`config.mk`:
```
export PLATFORM = sky130hd
export DESIGN_NAME = eq1_bist_amisha
export DESIGN_NICKNAME = d
export VERILOG_FILES = /design/src/rtl/eq1_bist_amisha.sv
export SDC_FILE = /design/constraint.sdc
export NUM_CORES = 1
export LEC_CHECK = 0
export BUFFER_PORTS_ARGS = -buffer_cell sky130_fd_sc_hd__buf_4
export CAP_MARGIN = 10
export CORE_UTILIZATION = 25
export DETAILED_ROUTE_END_ITERATION = 10
export REMOVE_ABC_BUFFERS = 1
export SLEW_MARGIN = 15
export SYNTH_ARGS = -nofsm -noshare
export SYNTH_HDL_FRONTEND = slang
export SYNTH_SLANG_ARGS = --single-unit
export TNS_END_PERCENT = 5
```
`constraint.sdc`:
```
create_clock -name clk_amisha -period 1.8 [get_ports clk_amisha]
set_input_delay 0.36 -clock clk_amisha [delete_from_list [all_inputs] [get_ports clk_amisha]]
set_output_delay 0.36 -clock clk_amisha [all_outputs]
set_load 0.05 [all_outputs]
```
`src/rtl/eq1_bist_amisha.sv`:
```
// ---------------------------------------------------------------------------
// eq1_bist_amisha
// Built-in self-test sequencer for the 1-bit equality comparator eq1_Amisha.
// A run sweeps the comparator inputs through (i0,i1) = 00,10,01,11. Each
// vector is held for HOLD_CYCLES cycles. On the last hold cycle the
// comparator output is sampled and checked against ~(i0 ^ i1). Mismatches
// are counted. A run ends with a one-cycle done pulse and a pass flag.
//
// Ports:
//   clk_amisha            in   clock, rising edge
//   rst_n_amisha          in   synchronous reset, active-low
//   start_amisha          in   launches a run when sampled high in IDLE
//   i0_amisha, i1_amisha  out  registered comparator stimulus
//   eq_amisha             in   comparator output under test
//   busy_amisha           out  high while vectors are being applied
//   done_amisha           out  single-cycle end-of-run pulse
//   pass_amisha           out  last completed run had zero mismatches
//   err_count_amisha      out  saturating mismatch count
//   first_fail_vec_amisha out  vector index of the first mismatch
// ---------------------------------------------------------------------------
module eq1_bist_amisha #(
   parameter int HOLD_CYCLES = 4,
   parameter int PASSES      = 1,
   parameter int ERR_W       = 8
) (
   input  logic             clk_amisha,
   input  logic             rst_n_amisha,
   input  logic             start_amisha,
   output logic             i0_amisha,
   output logic             i1_amisha,
   input  logic             eq_amisha,
   output logic             busy_amisha,
   output logic             done_amisha,
   output logic             pass_amisha,
   output logic [ERR_W-1:0] err_count_amisha,
   output logic [1:0]       first_fail_vec_amisha
);

   localparam int HW = (HOLD_CYCLES > 1) ? $clog2(HOLD_CYCLES) : 1;
   localparam int PW = (PASSES > 1) ? $clog2(PASSES) : 1;
   localparam logic [HW-1:0] HOLD_LAST = HW'(HOLD_CYCLES - 1);
   localparam logic [PW-1:0] PASS_LAST = PW'(PASSES - 1);

   localparam logic [1:0] S_IDLE  = 2'd0;
   localparam logic [1:0] S_APPLY = 2'd1;
   localparam logic [1:0] S_DONE  = 2'd2;

   logic [1:0]       state;
   logic [1:0]       vec;
   logic [1:0]       vec_next;
   logic [HW-1:0]    hold_cnt;
   logic [PW-1:0]    pass_cnt;
   logic             last_hold;
   logic             expected;
   logic             mismatch;
   logic [ERR_W-1:0] err_next;

   // Sample point and check. err_next already includes the mismatch of the
   // current sample, so the pass flag taken on the final vector sees the
   // complete count.
   always_comb begin
      vec_next  = vec + 2'd1;
      last_hold = (state == S_APPLY) && (hold_cnt == HOLD_LAST);
      expected  = ~(vec[0] ^ vec[1]);
      mismatch  = last_hold && (eq_amisha != expected);
      err_next  = err_count_amisha;
      if (mismatch && (err_count_amisha != {ERR_W{1'b1}})) begin
         err_next = err_count_amisha + ERR_W'(1);
      end
   end

   // Sequencer. The stimulus outputs are loaded from vec_next on the edge
   // where vec advances. After vector 3, vec_next wraps to 0. This also
   // gives the required i0/i1 = 0 when the run drops into DONE.
   always_ff @(posedge clk_amisha) begin
      if (!rst_n_amisha) begin
         state                 <= S_IDLE;
         vec                   <= 2'd0;
         hold_cnt              <= '0;
         pass_cnt              <= '0;
         i0_amisha             <= 1'b0;
         i1_amisha             <= 1'b0;
         busy_amisha           <= 1'b0;
         done_amisha           <= 1'b0;
         pass_amisha           <= 1'b0;
         err_count_amisha      <= '0;
         first_fail_vec_amisha <= 2'd0;
      end else begin
         case (state)
            S_IDLE: begin
               done_amisha <= 1'b0;
               i0_amisha   <= 1'b0;
               i1_amisha   <= 1'b0;
               if (start_amisha) begin
                  state                 <= S_APPLY;
                  vec                   <= 2'd0;
                  hold_cnt              <= '0;
                  pass_cnt              <= '0;
                  busy_amisha           <= 1'b1;
                  pass_amisha           <= 1'b0;
                  err_count_amisha      <= '0;
                  first_fail_vec_amisha <= 2'd0;
               end
            end
            S_APPLY: begin
               if (last_hold) begin
                  err_count_amisha <= err_next;
                  if (mismatch && (err_count_amisha == '0)) begin
                     first_fail_vec_amisha <= vec;
                  end
                  hold_cnt  <= '0;
                  vec       <= vec_next;
                  i0_amisha <= vec_next[0];
                  i1_amisha <= vec_next[1];
                  if (vec == 2'd3) begin
                     if (pass_cnt == PASS_LAST) begin
                        state       <= S_DONE;
                        busy_amisha <= 1'b0;
                        done_amisha <= 1'b1;
                        pass_amisha <= (err_next == '0);
                     end else begin
                        pass_cnt <= pass_cnt + PW'(1);
                     end
                  end
               end else begin
                  hold_cnt <= hold_cnt + HW'(1);
               end
            end
            S_DONE: begin
               done_amisha <= 1'b0;
               state       <= S_IDLE;
            end
            default: begin
               state <= S_IDLE;
            end
         endcase
      end
   end

endmodule

```
* After elaboration in Yosys (flattened, before gate mapping)
Cells that the tools add are included.
** Operators by class
- Add/sub/neg operators :: 4
- Eq/ne operators :: 11
- Mux-type cells :: 39
- Bitwise operators :: 2
- Reductions and logical operators :: 18
** Operators with widths (count)
- 8-bit 2-to-1 mux :: 3
- 2-bit 2-to-1 mux :: 9
- 8-bit zero test :: 2
- 1-bit 2-to-1 mux :: 16
- 2-bit one-hot mux with 2 select lines :: 4
- 8-bit one-hot mux with 2 select lines :: 1
- 4-bit AND reduction :: 4
- 1-bit one-hot mux with 2 select lines :: 6
- 8-bit by 1-bit adder with 8-bit output, second input constant :: 1
- 8-bit != test, second input constant :: 1
- 2-bit equality test, second input constant :: 3
- 2-bit != test, second input constant :: 3
- 5-bit AND reduction :: 1
- 2-bit by 1-bit adder with 2-bit output, second input constant :: 2
- 1-bit logical AND :: 4
- 2-bit by 1-bit != test with 1-bit output, second input constant :: 2
- 2-bit AND reduction :: 2
- 2-bit nonzero test :: 2
- 3-bit AND reduction :: 1
- 2-bit by 1-bit equality test with 1-bit output, second input constant :: 1
- 2-bit zero test :: 1
- 2-bit OR reduction :: 1
- 1-bit adder, second input constant :: 1
- 1-bit != test :: 1
- 2 further kinds :: 2
** Word-level totals
- Flip-flop bits (word level) :: 22
- Input port bits :: 4
- Output and inout bits :: 15
- Logic and storage cells :: 85

* Logic depth before layout (Yosys ltp)
Gate-level depths: netlist of run 1.
- Word-level depth :: 11
- Depth in mapped cells :: 8
- Gate-level depth less buffers :: 7

* Worst setup path before layout of run 1
Ideal clock, no wire load.
- Path kind :: flip-flop to flip-flop
- From :: reg err_count_amisha[1]
- To :: reg pass_amisha
- Setup time :: 84 ps
- Data arrival time :: 2258 ps
- Data required time :: 1716 ps
- Path slack :: -542 ps
- Stages on the path, launching flop included :: 8
- Buffers on the path :: 1
- Period minus slack after synthesis :: 2342 ps
- Cell sequence :: dfxtp_1 ha_1 nand4_4 o311a_1 buf_6 a2111oi_4 o221ai_2 o31ai_2
** On the way
- Word-level cells in the longest chain between the ends :: 8
- Elaborated cells between the ends (all ways) :: 9
- Those cells by class :: 1 x add/sub; 1 x eq/ne; 5 x mux; 2 x reduce/logical
** Ends and longest elaborated chain
- start: declaration :: line 35 : output logic [ERR_W-1:0] err_count_amisha,
- start signal: assignment :: line 107 : err_count_amisha <= err_next;
- parallel branches: the longest is 2 deep, another holds 8-bit by 1-bit adder with 8-bit output
- 8-bit 2-to-1 mux (*) :: line 67 : if (mismatch && (err_count_amisha != {ERR_W{1'b1}})) begin
- 8-bit zero test (*) :: line 120 : pass_amisha <= (err_next == '0);
- 1-bit 2-to-1 mux (*) :: line 116 : if (pass_cnt == PASS_LAST) begin
- 1-bit 2-to-1 mux (*) :: line 115 : if (vec == 2'd3) begin
- 1-bit 2-to-1 mux (*) :: line 106 : if (last_hold) begin
- 1-bit one-hot mux with 2 select lines (*) :: line 89 : case (state)
- end signal: assignment :: line 120
- end: declaration :: line 34 : output logic pass_amisha,
Every way passes the cells marked *. The select of a mux whose other input is x is not followed.
A chain may end at the register's enable or synchronous reset.

* Worst setup path in the final report of run 1
- From :: reg err_count_amisha[1]
- To :: reg first_fail_vec_amisha[1]
** On the way
- Word-level cells in the longest chain between the ends :: 4
** Ends and longest elaborated chain
- 8-bit zero test :: line 108 : if (mismatch && (err_count_amisha == '0)) begin
- 1-bit logical AND :: line 108
- 2-bit by 1-bit != test with 1-bit output (no line)
- 4-bit AND reduction (no line)
- end signal: assignment :: line 109 : first_fail_vec_amisha <= vec;
- end: declaration :: line 36 : output logic [1:0] first_fail_vec_amisha
No other way between the ends.

==> results of run 1 <==
-- cells in the mapped netlist (2+ instances only) --
library cell	number
nand2_1	12
mux2i_1	4
nand4_1	3
clkbuf_1	4
ha_1	4
a22oi_1	3
a31o_2	2
nand3_1	3
a211oi_1	2
a31oi_1	3
o221a_2	2
nor2b_1	3
nor3_1	2
xnor2_1	2
buf_2	5
o21bai_1	2
nor2_1	17
a21oi_1	9
dfxtp_1	21
a21o_1	3
o21ai_0	3
nor3b_1	2
and2_1	3
inv_1	5
-- critical path, delay by kind of cell (launching register included) --
kind                       cells  cell delay, ns
and+or+nand+nor                3            0.42
DFF                            1            0.33
buffers and inverters          2            0.25
AOI/OAI and AO/OA              1            0.23
muxes                          1            0.21
adders and majority gates      1            0.19
-- metal layers --
metal | global-route usage, % | wire length (um) | vias to the layer above
met5 | 0 | 0 | -
met4 | 4.22 | 21 | 0
met3 | 3.56 | 190 | 4
met2 | 22.1 | 1540 | 38
met1 | 18.0 | 1590 | 546
li1 | - | - | 579
-- flip-flops by register name, indices dropped and copies added (netlist names) --
name,cells
i1_amisha,1
vec,2
hold_cnt,2
pass_amisha,1
busy_amisha,1
err_count_amisha,8
i0_amisha,1
first_fail_vec_amisha,2
done_amisha,1
state,2
-- path summary, 6_finish.rpt --
path                       startpoint                        to  slack (ns)
setup reg to reg  err_count_amisha[1]  first_fail_vec_amisha[1]        0.05
hold / removal           rst_n_amisha                  state[1]        0.39
hold reg to reg             i1_amisha                 i1_amisha        0.47
setup / recovery  err_count_amisha[1]  first_fail_vec_amisha[1]        0.05
-- stage by stage --
step           area, um2  cells  power (uW)  utilization, %
2_1_floorplan       1140    128         529               -
3_3_place_gp        1510    221         562            33.8
3_5_place_dp        1510    221         562            33.8
4_1_cts             1580    225         878            35.3
5_1_grt             1640    226         909            36.6
6_report            1640    226         878            36.6
-- report_power, final --
part,internal (uW),switching [uW],leakage (uW)
sequential,470,6.44,0.000172
clock,158,165,0.0000228
combinational,32.5,45.5,0.000493
total,661,217,0.000688
-- kinds of logic after synthesis --
logic type,count (synthesis)
fa+ha+maj,4
simple gates,52
flops,21
buf+inv,16
xor+xnor,2
compound gates,40
mux,4
-- area by class of cell --
cell class                      count  area (um2)  share of cell area [%]
Clock buffer                        4        45.0                    2.75
Inverter                            5        18.8                    1.15
Multi-Input combinational cell    102         768                    46.9
Sequential cell                    21         427                    26.0
Tap cell                           52        65.1                    3.97
Timing Repair Buffer               42         315                    19.2
-- repair_timing --
item	CTS	global route
resized for setup	4	12
setup endpoints to repair	7	10
pin swaps	0	7
setup buffers	0	1
-- cell usage in the layout, fill, tap and decap left out, types with 2 or more instances in the layout --
cell type	synthesis	routed
nand3_1	3	3
a31oi_1	3	3
buf_4	1	42
nor2_1	17	17
dfxtp_2	0	5
a22oi_1	3	3
a31o_2	2	2
and2_1	3	3
nor2b_1	3	3
a21o_1	3	3
nand2_1	12	12
o21bai_1	2	2
o21ai_0	3	3
a21oi_1	9	8
dfxtp_1	21	16
mux2i_1	4	4
o221a_2	2	2
ha_1	4	2
inv_1	5	5
clkbuf_8	0	3
nand4_1	3	3
==> impl_results.md, run 1 <==
- Hold Buf Count CTS: 0
- CORE AREA: 4470 um2
- Clock-pin slew on the worst setup and hold paths: 0.08 ns
- Final setup vio count: 0
- XOR/XNOR Fraction of Synth Area: 1.46%
- DR DRC count: 2
- Initial DRC Count: 61
- Crit end category: flip-flop
- CP max stage delay: 0.33 ns
- Pin count of the biggest net entering global routing: 16
- I/O pin count: 19
- Pins Over Slew Limit: 0
- FP Rows: 24
- Die ar.: 5070 um2
- Smallest hold slack: 0.393 ns
- Final antenna-violating net count: 0
- Cell taking the most area after synthesis: dfxtp_1
- P&R area growth vs syn: 36.9%
- Clk sinks: 21
- Post-DR vias/cell: 5.16
- Period utilization: between 90 and 100%
- Worst Setup Start Kind: flip-flop
- Multiplexer share of the synthesized area: 3.34%
- Clk_skew: 0.00199 ns
- Iteration count of the initial detailed-routing pass: 7
- Half-perimeter wire length after placement: 2.42 mm
- CP arrival: 1.89 ns
- Total of max-cap violations: 0
- Fmax: 570 MHz
- Top cells by area, synth: dfxtp_1 (35%), nor2_1 (5.3%), ha_1 (4.2%)
- Worst-Skew Late Latency: 0.26 ns
- Post-Synth Adder-Cell Area: around 4.2%
- Seq/Total Area, Yosys: 35.1%
- Fin nets: ~180
- Total grt overflow: 0
- WL/cell: 14.8 um
- CP cell instances: buf_4 > inv_1 > ha_1 > nor4b_4 > nand4_1 > a21oi_2 > mux2i_1 > nor2_1
- Initial antenna violation count: 0
- RSZ-0062 raised after global routing: true
- Area fraction in compound gates after synthesis: 26.6%
- Post-Place Worst Slack: -0.0466 ns
- Post-route minimum period: 1.75 ns
- Worst endpoint required time: ~1.9 ns
- Critical path type: reg -> reg
- GRT Total Usage: 13.7%
- Main flop type after synthesis: dfxtp_1
- # H-tree levels: 1
- TritonCTS clock tree: done
- Min-Delay Path Class: in -> reg
- Crit path max fanout: 7
- Synth Area in Simple Gates: 22.8%
- Die X: 71.2 um
- Cells after Synth: approximately 140
- Vias after detailed routing: 1167
- Setup TNS: 0 ns
- Gp weighted congestion: 0.896
- WL final: 3.35 mm
- Proportion of netlist area held by the largest area contributor: 35.1%
- Vias in the first global route: 1130
- PD cells: 536 nW/um2
- Synth unique cells: 44
- Hold Crit Depth: 3
- Failing checks: DRC
- Synthesized area: between 1000 and 1500 um2
- Fillers: 449
- Warnings from Yosys: 0
- Starting Density: 26.8%
- Root Buffer: clkbuf_8
- TritonCTS Buffers: 3
- Status: finished with violations
- Critical Path Slowest Stage Cell: dfxtp_2
- Final worst-path setup slack: 0.0459 ns
- Rel. slew slack: between 60% and 70%
- Ys async rst share: 0%
- #FFs+latches synth: 21
- Ant diodes: 0
- R2R depth: 8
- Clock Tree Buf Depth: 2
- Worst Tran Pin Value: 0.516 ns
- Static leakage: 0.000688 uW
- Layout cell share with drive strength beyond 1: 40.2%
- Syn avg cell area: 8.61 um2
- Die height: 71.2 um
- EDFF count, synth: 0
- Buffers on Ports: 18
- Combinational family with the most area after synthesis: compound AO/OA/AOI/OAI gates
- Global-route wire length before repair: roughly 5.4 mm
- Hold Fails Final Rpt: 0
- Peak VDD IR: 344 uV
(Power assumes the default switching activity.)
==> run 2: changes to the inputs <==
--- a/config.mk
+++ b/config.mk
@@ -7,8 +7,9 @@
 export LEC_CHECK = 0
 export BUFFER_PORTS_ARGS = -buffer_cell sky130_fd_sc_hd__buf_4
 export CAP_MARGIN = 10
-export CORE_UTILIZATION = 25
+export CORE_UTILIZATION = 49
 export DETAILED_ROUTE_END_ITERATION = 10
+export PLACE_DENSITY = 0.73
 export REMOVE_ABC_BUFFERS = 1
 export SLEW_MARGIN = 15
 export SYNTH_ARGS = -nofsm -noshare
==> impl_results.md, run 2 (same netlist as run 1, synthesis figures left out) <==
- Status: finished, final reports clean (was finished with violations)
- Most frequent cells in the layout: buf_4 (42), nor2_1 (17), dfxtp_1 (17) (was buf_4 (42), nor2_1 (17), dfxtp_1 (16))
- FP Rows: 17 (was 24)
- Hold Fails Final Rpt: 0 (unchanged)
- Post-CTS Setup Repair Bufs: 0 (unchanged)
- Buffers on Ports: 18 (unchanged)
- Clk_skew: 0.00697 ns (was 0.00199 ns)
- TritonCTS Buffers: 3 (unchanged)
- Clock power frac: 29.2% (was 36.8%)
- Crit path max fanout: 6 (was 7)
- Root Buffer: clkbuf_4 (was clkbuf_8)
- Max reg flops: 8 (unchanged)
- Initial antenna violation count: 0 (unchanged)
- Clk sinks: 21 (unchanged)
- Vias after detailed routing: 1199 (was 1167)
- Period utilization: 96.6% (was 97.4%)
- GRT Total Usage: 24.7% (was 13.7%)
- Crit end category: flip-flop (unchanged)
- Total grt overflow: 0 (unchanged)
- Worst-Skew Late Latency: 0.30 ns (was 0.26 ns)
- Final worst-path setup slack: 0.0615 ns (was 0.0459 ns)
- Sw frac: 25.4% (was 24.7%)
- Power Total: 789 uW (was 878 uW)
- Fmax: 575 MHz (was 570 MHz)
- Initial DRC Count: 41 (was 61)
- Rel. slew slack: 69.6% (was 65.6%)
- Die X: 51.4 um (was 71.2 um)
- DP Cell Count: 198 (was 221)
- Sequential power share: 60.4% (was 54.3%)
- CORE AREA: 2250 um2 (was 4470 um2)
- Clock-pin slew on the worst setup and hold paths: 0.13 ns (was 0.08 ns)
- Min-Delay Path Class: in -> reg (unchanged)
- Gp weighted congestion: 0.913 (was 0.896)
- NetSw: 200 uW (was 217 uW)
- WL/cell: 14.7 um (was 14.8 um)
- WL final: 2.96 mm (was 3.35 mm)
- Fillers: 187 (was 449)
- Post-DR vias/cell: 5.94 (was 5.16)
- Pin count of the biggest net entering global routing: 16 (unchanged)
- Global-route wire length before repair: 4.87 mm (was 5.44 mm)
- Clock Tree Buf Depth: 2 (unchanged)
- I/O pin count: 19 (unchanged)
- Total of max-cap violations: 0 (unchanged)
- Vias in the first global route: 1089 (was 1130)
- Most flop-heavy register: err_count_amisha (unchanged)
- RSZ-0062 raised after global routing: true (unchanged)
- Post-Place Worst Slack: -0.0501 ns (was -0.0466 ns)
- Post-route minimum period: 1.74 ns (was 1.75 ns)
- TritonCTS clock tree: done (unchanged)
- Half-perimeter wire length after placement: 2.21 mm (was 2.42 mm)
- Final antenna-violating net count: 0 (unchanged)
- Iteration count of the initial detailed-routing pass: 4 (was 7)
- CP cell instances: ha_2 > nand4_4 > o311a_4 > a2111oi_4 > o221ai_2 > o31ai_2 (was buf_4 > inv_1 > ha_1 > nor4b_4 > nand4_1 > a21oi_2 > mux2i_1 > nor2_1)
- Most common cell after layout, fill and taps aside: buf_4 (unchanged)
- Internal power: 589 uW (was 661 uW)
- Worst Setup Start Kind: flip-flop (unchanged)
- Worst Tran Pin Value: 0.455 ns (was 0.516 ns)
- Final setup vio count: 0 (unchanged)
- P&R area growth vs syn: 31.9% (was 36.9%)
- # H-tree levels: 1 (unchanged)
- Logic pwr share: 10.4% (was 8.9%)
- Die height: 51.4 um (was 71.2 um)
- Pins Over Slew Limit: 0 (unchanged)
- Starting Density: 53.1% (was 26.8%)
- Setup TNS: 0 ns (unchanged)
- CP arrival: 1.97 ns (was 1.89 ns)
- Post-Layout Cell Count: 202 (was 226)
- Multi-input logic area: 757 um2 (was 768 um2)
- Worst endpoint required time: 2.03 ns (was 1.94 ns)
- PD cells: 499 nW/um2 (was 536 nW/um2)
- Critical path type: reg -> reg (unchanged)
- Ant diodes: 0 (unchanged)
- CP max stage delay: 0.36 ns (was 0.33 ns)
- Finished Core Util: 70.0% (was 36.6%)
- Fin nets: 183 (unchanged)
- Critical Path Slowest Stage Cell: o311a_4 (was dfxtp_2)
- Peak VDD IR: 467 uV (was 344 uV)
- Register Area: 425 um2 (was 427 um2)
- Die ar.: 2650 um2 (was 5070 um2)
- Static leakage: 0.000680 uW (was 0.000688 uW)
- Layout cell share with drive strength beyond 1: 39.1% (was 40.2%)
- Flop-to-flop setup slack: 0.06 ns (was 0.05 ns)
- DR DRC count: 0 (was 2)
## run 2: final timing paths
check                                         start     endpoint  depth (start not counted)
worst max-delay path            err_count_amisha[0]  pass_amisha                          6
worst min-delay path                   rst_n_amisha     state[1]                          3
worst max register to register  err_count_amisha[0]  pass_amisha                          6
worst min register to register            i1_amisha    i1_amisha                          2
## run 2: critical path, delay by kind of cell, from the launching register on
| kind | cells | cell delay [ns] |
|---|---|---|
| compound gates | 4 | 1.01 |
| flops | 1 | 0.35 |
| fa+ha+maj | 1 | 0.21 |
| simple gates | 1 | 0.11 |
## run 2: stage by stage
| stage | cell area, um2 | hold WS [ns] |
|---|---|---|
| 2_1_floorplan | 1140 | 0.448 |
| 3_3_place_gp | 1490 | 0.445 |
| 3_5_place_dp | 1490 | 0.467 |
| 4_1_cts | 1540 | 0.330 |
| 5_1_grt | 1580 | 0.336 |
| 6_report | 1580 | 0.331 |
## run 2: final cells by class
cell class | instances | area share [%]
inverters | 5 | 1.19
clock buffers | 3 | 1.43
well taps | 28 | 2.22
clock inverters | 1 | 0.317
repair buffers | 42 | 20.0
flip-flops and latches | 21 | 26.9
multi-input cells | 102 | 47.9
## run 2: per-layer routing
metal | share of wire [%] | up-vias | GRT usage [%]
met3 | 4.4 | 9 | 4.46
met2 | 47 | 36 | 38.7
met4 | 2.7 | 0 | 11.7
met5 | 0 | - | 0
li1 | - | 576 | -
met1 | 46 | 578 | 32.5
## run 2: repair_timing
item,CTS,global route
gates resized for setup,5,9
setup endpoints to repair,8,10
hold buffers,0,0
pin swaps,0,4
## run 2: power groups by stage
stage	sequential [uW]	clock, uW	combinational [uW]
2_1_floorplan	494	0	35.1
3_3_place_gp	486	0	75.6
3_5_place_dp	487	0	78.2
4_1_cts	476	231	80.7
5_1_grt	478	259	88.1
6_report	476	230	82.3
==> run 3: changes to the inputs <==
--- a/config.mk
+++ b/config.mk
@@ -9,7 +9,8 @@
 export CAP_MARGIN = 10
 export CORE_UTILIZATION = 49
 export DETAILED_ROUTE_END_ITERATION = 10
-export PLACE_DENSITY = 0.73
+export HOLD_SLACK_MARGIN = 0.1
+export PLACE_DENSITY = 0.83
 export REMOVE_ABC_BUFFERS = 1
 export SLEW_MARGIN = 15
 export SYNTH_ARGS = -nofsm -noshare
==> impl_results.md, run 3 (same netlist as run 1, synthesis figures left out) <==
- Peak VDD IR: 524 uV (was 467 uV)
- Min-Delay Path Class: in -> reg (unchanged)
- Rel. slew slack: 66.8% (was 69.6%)
- Post-DR vias/cell: 6.09 (was 5.94)
- Final setup vio count: 0 (unchanged)
- DR DRC count: 0 (unchanged)
- P&R area growth vs syn: 32.1% (was 31.9%)
- Die ar.: 2650 um2 (unchanged)
- Clock Tree Buf Depth: 2 (unchanged)
- Post-CTS Setup Repair Bufs: 0 (unchanged)
- GR Util met3: 4.17% (was 4.46%)
- Layout cell share with drive strength beyond 1: 39.2% (was 39.1%)
- Half-perimeter wire length after placement: 2.41 mm (was 2.21 mm)
- DP Cell Count: 195 (was 198)
- Static leakage: 0.000668 uW (was 0.000680 uW)
- WL final: 3.25 mm (was 2.96 mm)
- Total of max-cap violations: 0 (unchanged)
- Pin count of the biggest net entering global routing: 16 (unchanged)
- Vias in the first global route: 1091 (was 1089)
- WL/cell: 16.3 um (was 14.7 um)
- Crit path max fanout: 7 (was 6)
- Post-route minimum period: 1.75 ns (was 1.74 ns)
- M1 GR Usage: 32.0% (was 32.5%)
- Max reg flops: 8 (unchanged)
- Crit end category: flip-flop (unchanged)
- Gp weighted congestion: 0.999 (was 0.913)
- Hold Fails Final Rpt: 0 (unchanged)
- GRT Total Usage: 26.0% (was 24.7%)
- Fmax: 573 MHz (was 575 MHz)
- CP arrival: 1.98 ns (was 1.97 ns)
- TritonCTS Buffers: 3 (unchanged)
- Most flop-heavy register: err_count_amisha (unchanged)
- Clk_skew: 0.0104 ns (was 0.00697 ns)
- PD cells: 503 nW/um2 (was 499 nW/um2)
- Vias after detailed routing: 1211 (was 1199)
- Pins Over Slew Limit: 0 (unchanged)
- Status: finished, final reports clean (unchanged)
- Worst-Skew Late Latency: 0.31 ns (was 0.30 ns)
- Buffers on Ports: 18 (unchanged)
- Initial DRC Count: 30 (was 41)
- Die X: 51.4 um (unchanged)
- Total grt overflow: 0 (unchanged)
- # H-tree levels: 1 (unchanged)
- Most common cell after layout, fill and taps aside: buf_4 (unchanged)
- Post-Layout Cell Count: 199 (was 202)
- Most frequent cells in the layout: buf_4 (39), nor2_1 (17), dfxtp_1 (17) (was buf_4 (42), nor2_1 (17), dfxtp_1 (17))
- Ant diodes: 0 (unchanged)
- Worst Tran Pin Value: 0.497 ns (was 0.455 ns)
- Finished Core Util: 70.1% (was 70.0%)
- Iteration count of the initial detailed-routing pass: 5 (was 4)
- Period utilization: 97.0% (was 96.6%)
- Fin nets: 180 (was 183)
- Worst Setup Start Kind: flip-flop (unchanged)
- Worst endpoint required time: 2.04 ns (was 2.03 ns)
- Busiest grt layer: met2 (unchanged)
- Final antenna-violating net count: 0 (unchanged)
- Area post-placement: 1470 um2 (was 1490 um2)
- Met2 GRT Util: 42.9% (was 38.7%)
- Global-route wire length before repair: 5.11 mm (was 4.87 mm)
- Fin area: 1580 um2 (about the same)
- RSZ-0062 raised after global routing: true (unchanged)
- Starting Density: 53.1% (unchanged)
- Initial antenna violation count: 0 (unchanged)
- CORE AREA: 2250 um2 (unchanged)
- Die height: 51.4 um (unchanged)
- Root Buffer: clkbuf_4 (unchanged)
- TritonCTS clock tree: done (unchanged)
- Hold Buf Count CTS: 0 (unchanged)
- Critical path type: reg -> reg (unchanged)
- FP Rows: 17 (unchanged)
- Clk sinks: 21 (unchanged)
- I/O pin count: 19 (unchanged)
- Clock-pin slew on the worst setup and hold paths: 0.13 ns (about the same)
==> run 3: timing repair <==
action | 4_1_cts | 5_1_grt
endpoints found under the setup margin | 11 | 3
gates resized for setup | 11 | 5
pin swaps | 1 | 3
==> run 3: per-stage QoR <==
step / worst slack (ns) / total power, uW / hold slack (ns) / TNS [ns]
global placement: 0.0434 / 558 / 0.445 / 0
floorplan: -0.633 / 529 / 0.448 / -3.34
detailed placement: -0.0817 / 562 / 0.459 / -0.437
global route: -0.0234 / 831 / 0.329 / -0.0234
CTS: 0.00608 / 793 / 0.326 / 0
finish: 0.0540 / 796 / 0.319 / 0
==> run 3: path summary, 6_finish.rpt <==
path                       startpoint           to  slack (ns)  depth (start not counted)
setup / recovery  err_count_amisha[1]  pass_amisha        0.05                          6
hold reg to reg             i1_amisha    i1_amisha        0.48                          2
setup reg to reg  err_count_amisha[1]  pass_amisha        0.05                          6
hold / removal           rst_n_amisha     state[1]        0.32                          3
==> run 3: cell type report <==
class	instances	area (um2)
fill	179	673
timing repair buffer	39	293
multi-input combinational	102	782
clock buffer	3	22.5
inverter	5	18.8
sequential	21	425
tap	28	35.0
clock inverter	1	5.00
==> run 3: worst max-delay path, cell delays in order (launching register included) <==
cell and delay, ns:
dfxtp_2 0.38, buf_4 0.16, inv_1 0.07, ha_1 0.34, a2111oi_4 0.39, o221ai_2 0.14, o31ai_2 0.19
==> run 3: routing by layer <==
| metal | part of all wire (%) | up-vias |
|---|---|---|
| met5 | 0 | - |
| met4 | 3.4 | 0 |
| met3 | 5.3 | 14 |
| met2 | 49 | 51 |
| met1 | 43 | 580 |
| li1 | - | 566 |
==> run 3: where the power goes <==
part,switching (uW),internal (uW),leakage [uW]
Sequential,6.80,471,0.000172
Clock,158,83.0,0.0000177
Combinational,45.5,32.5,0.000479
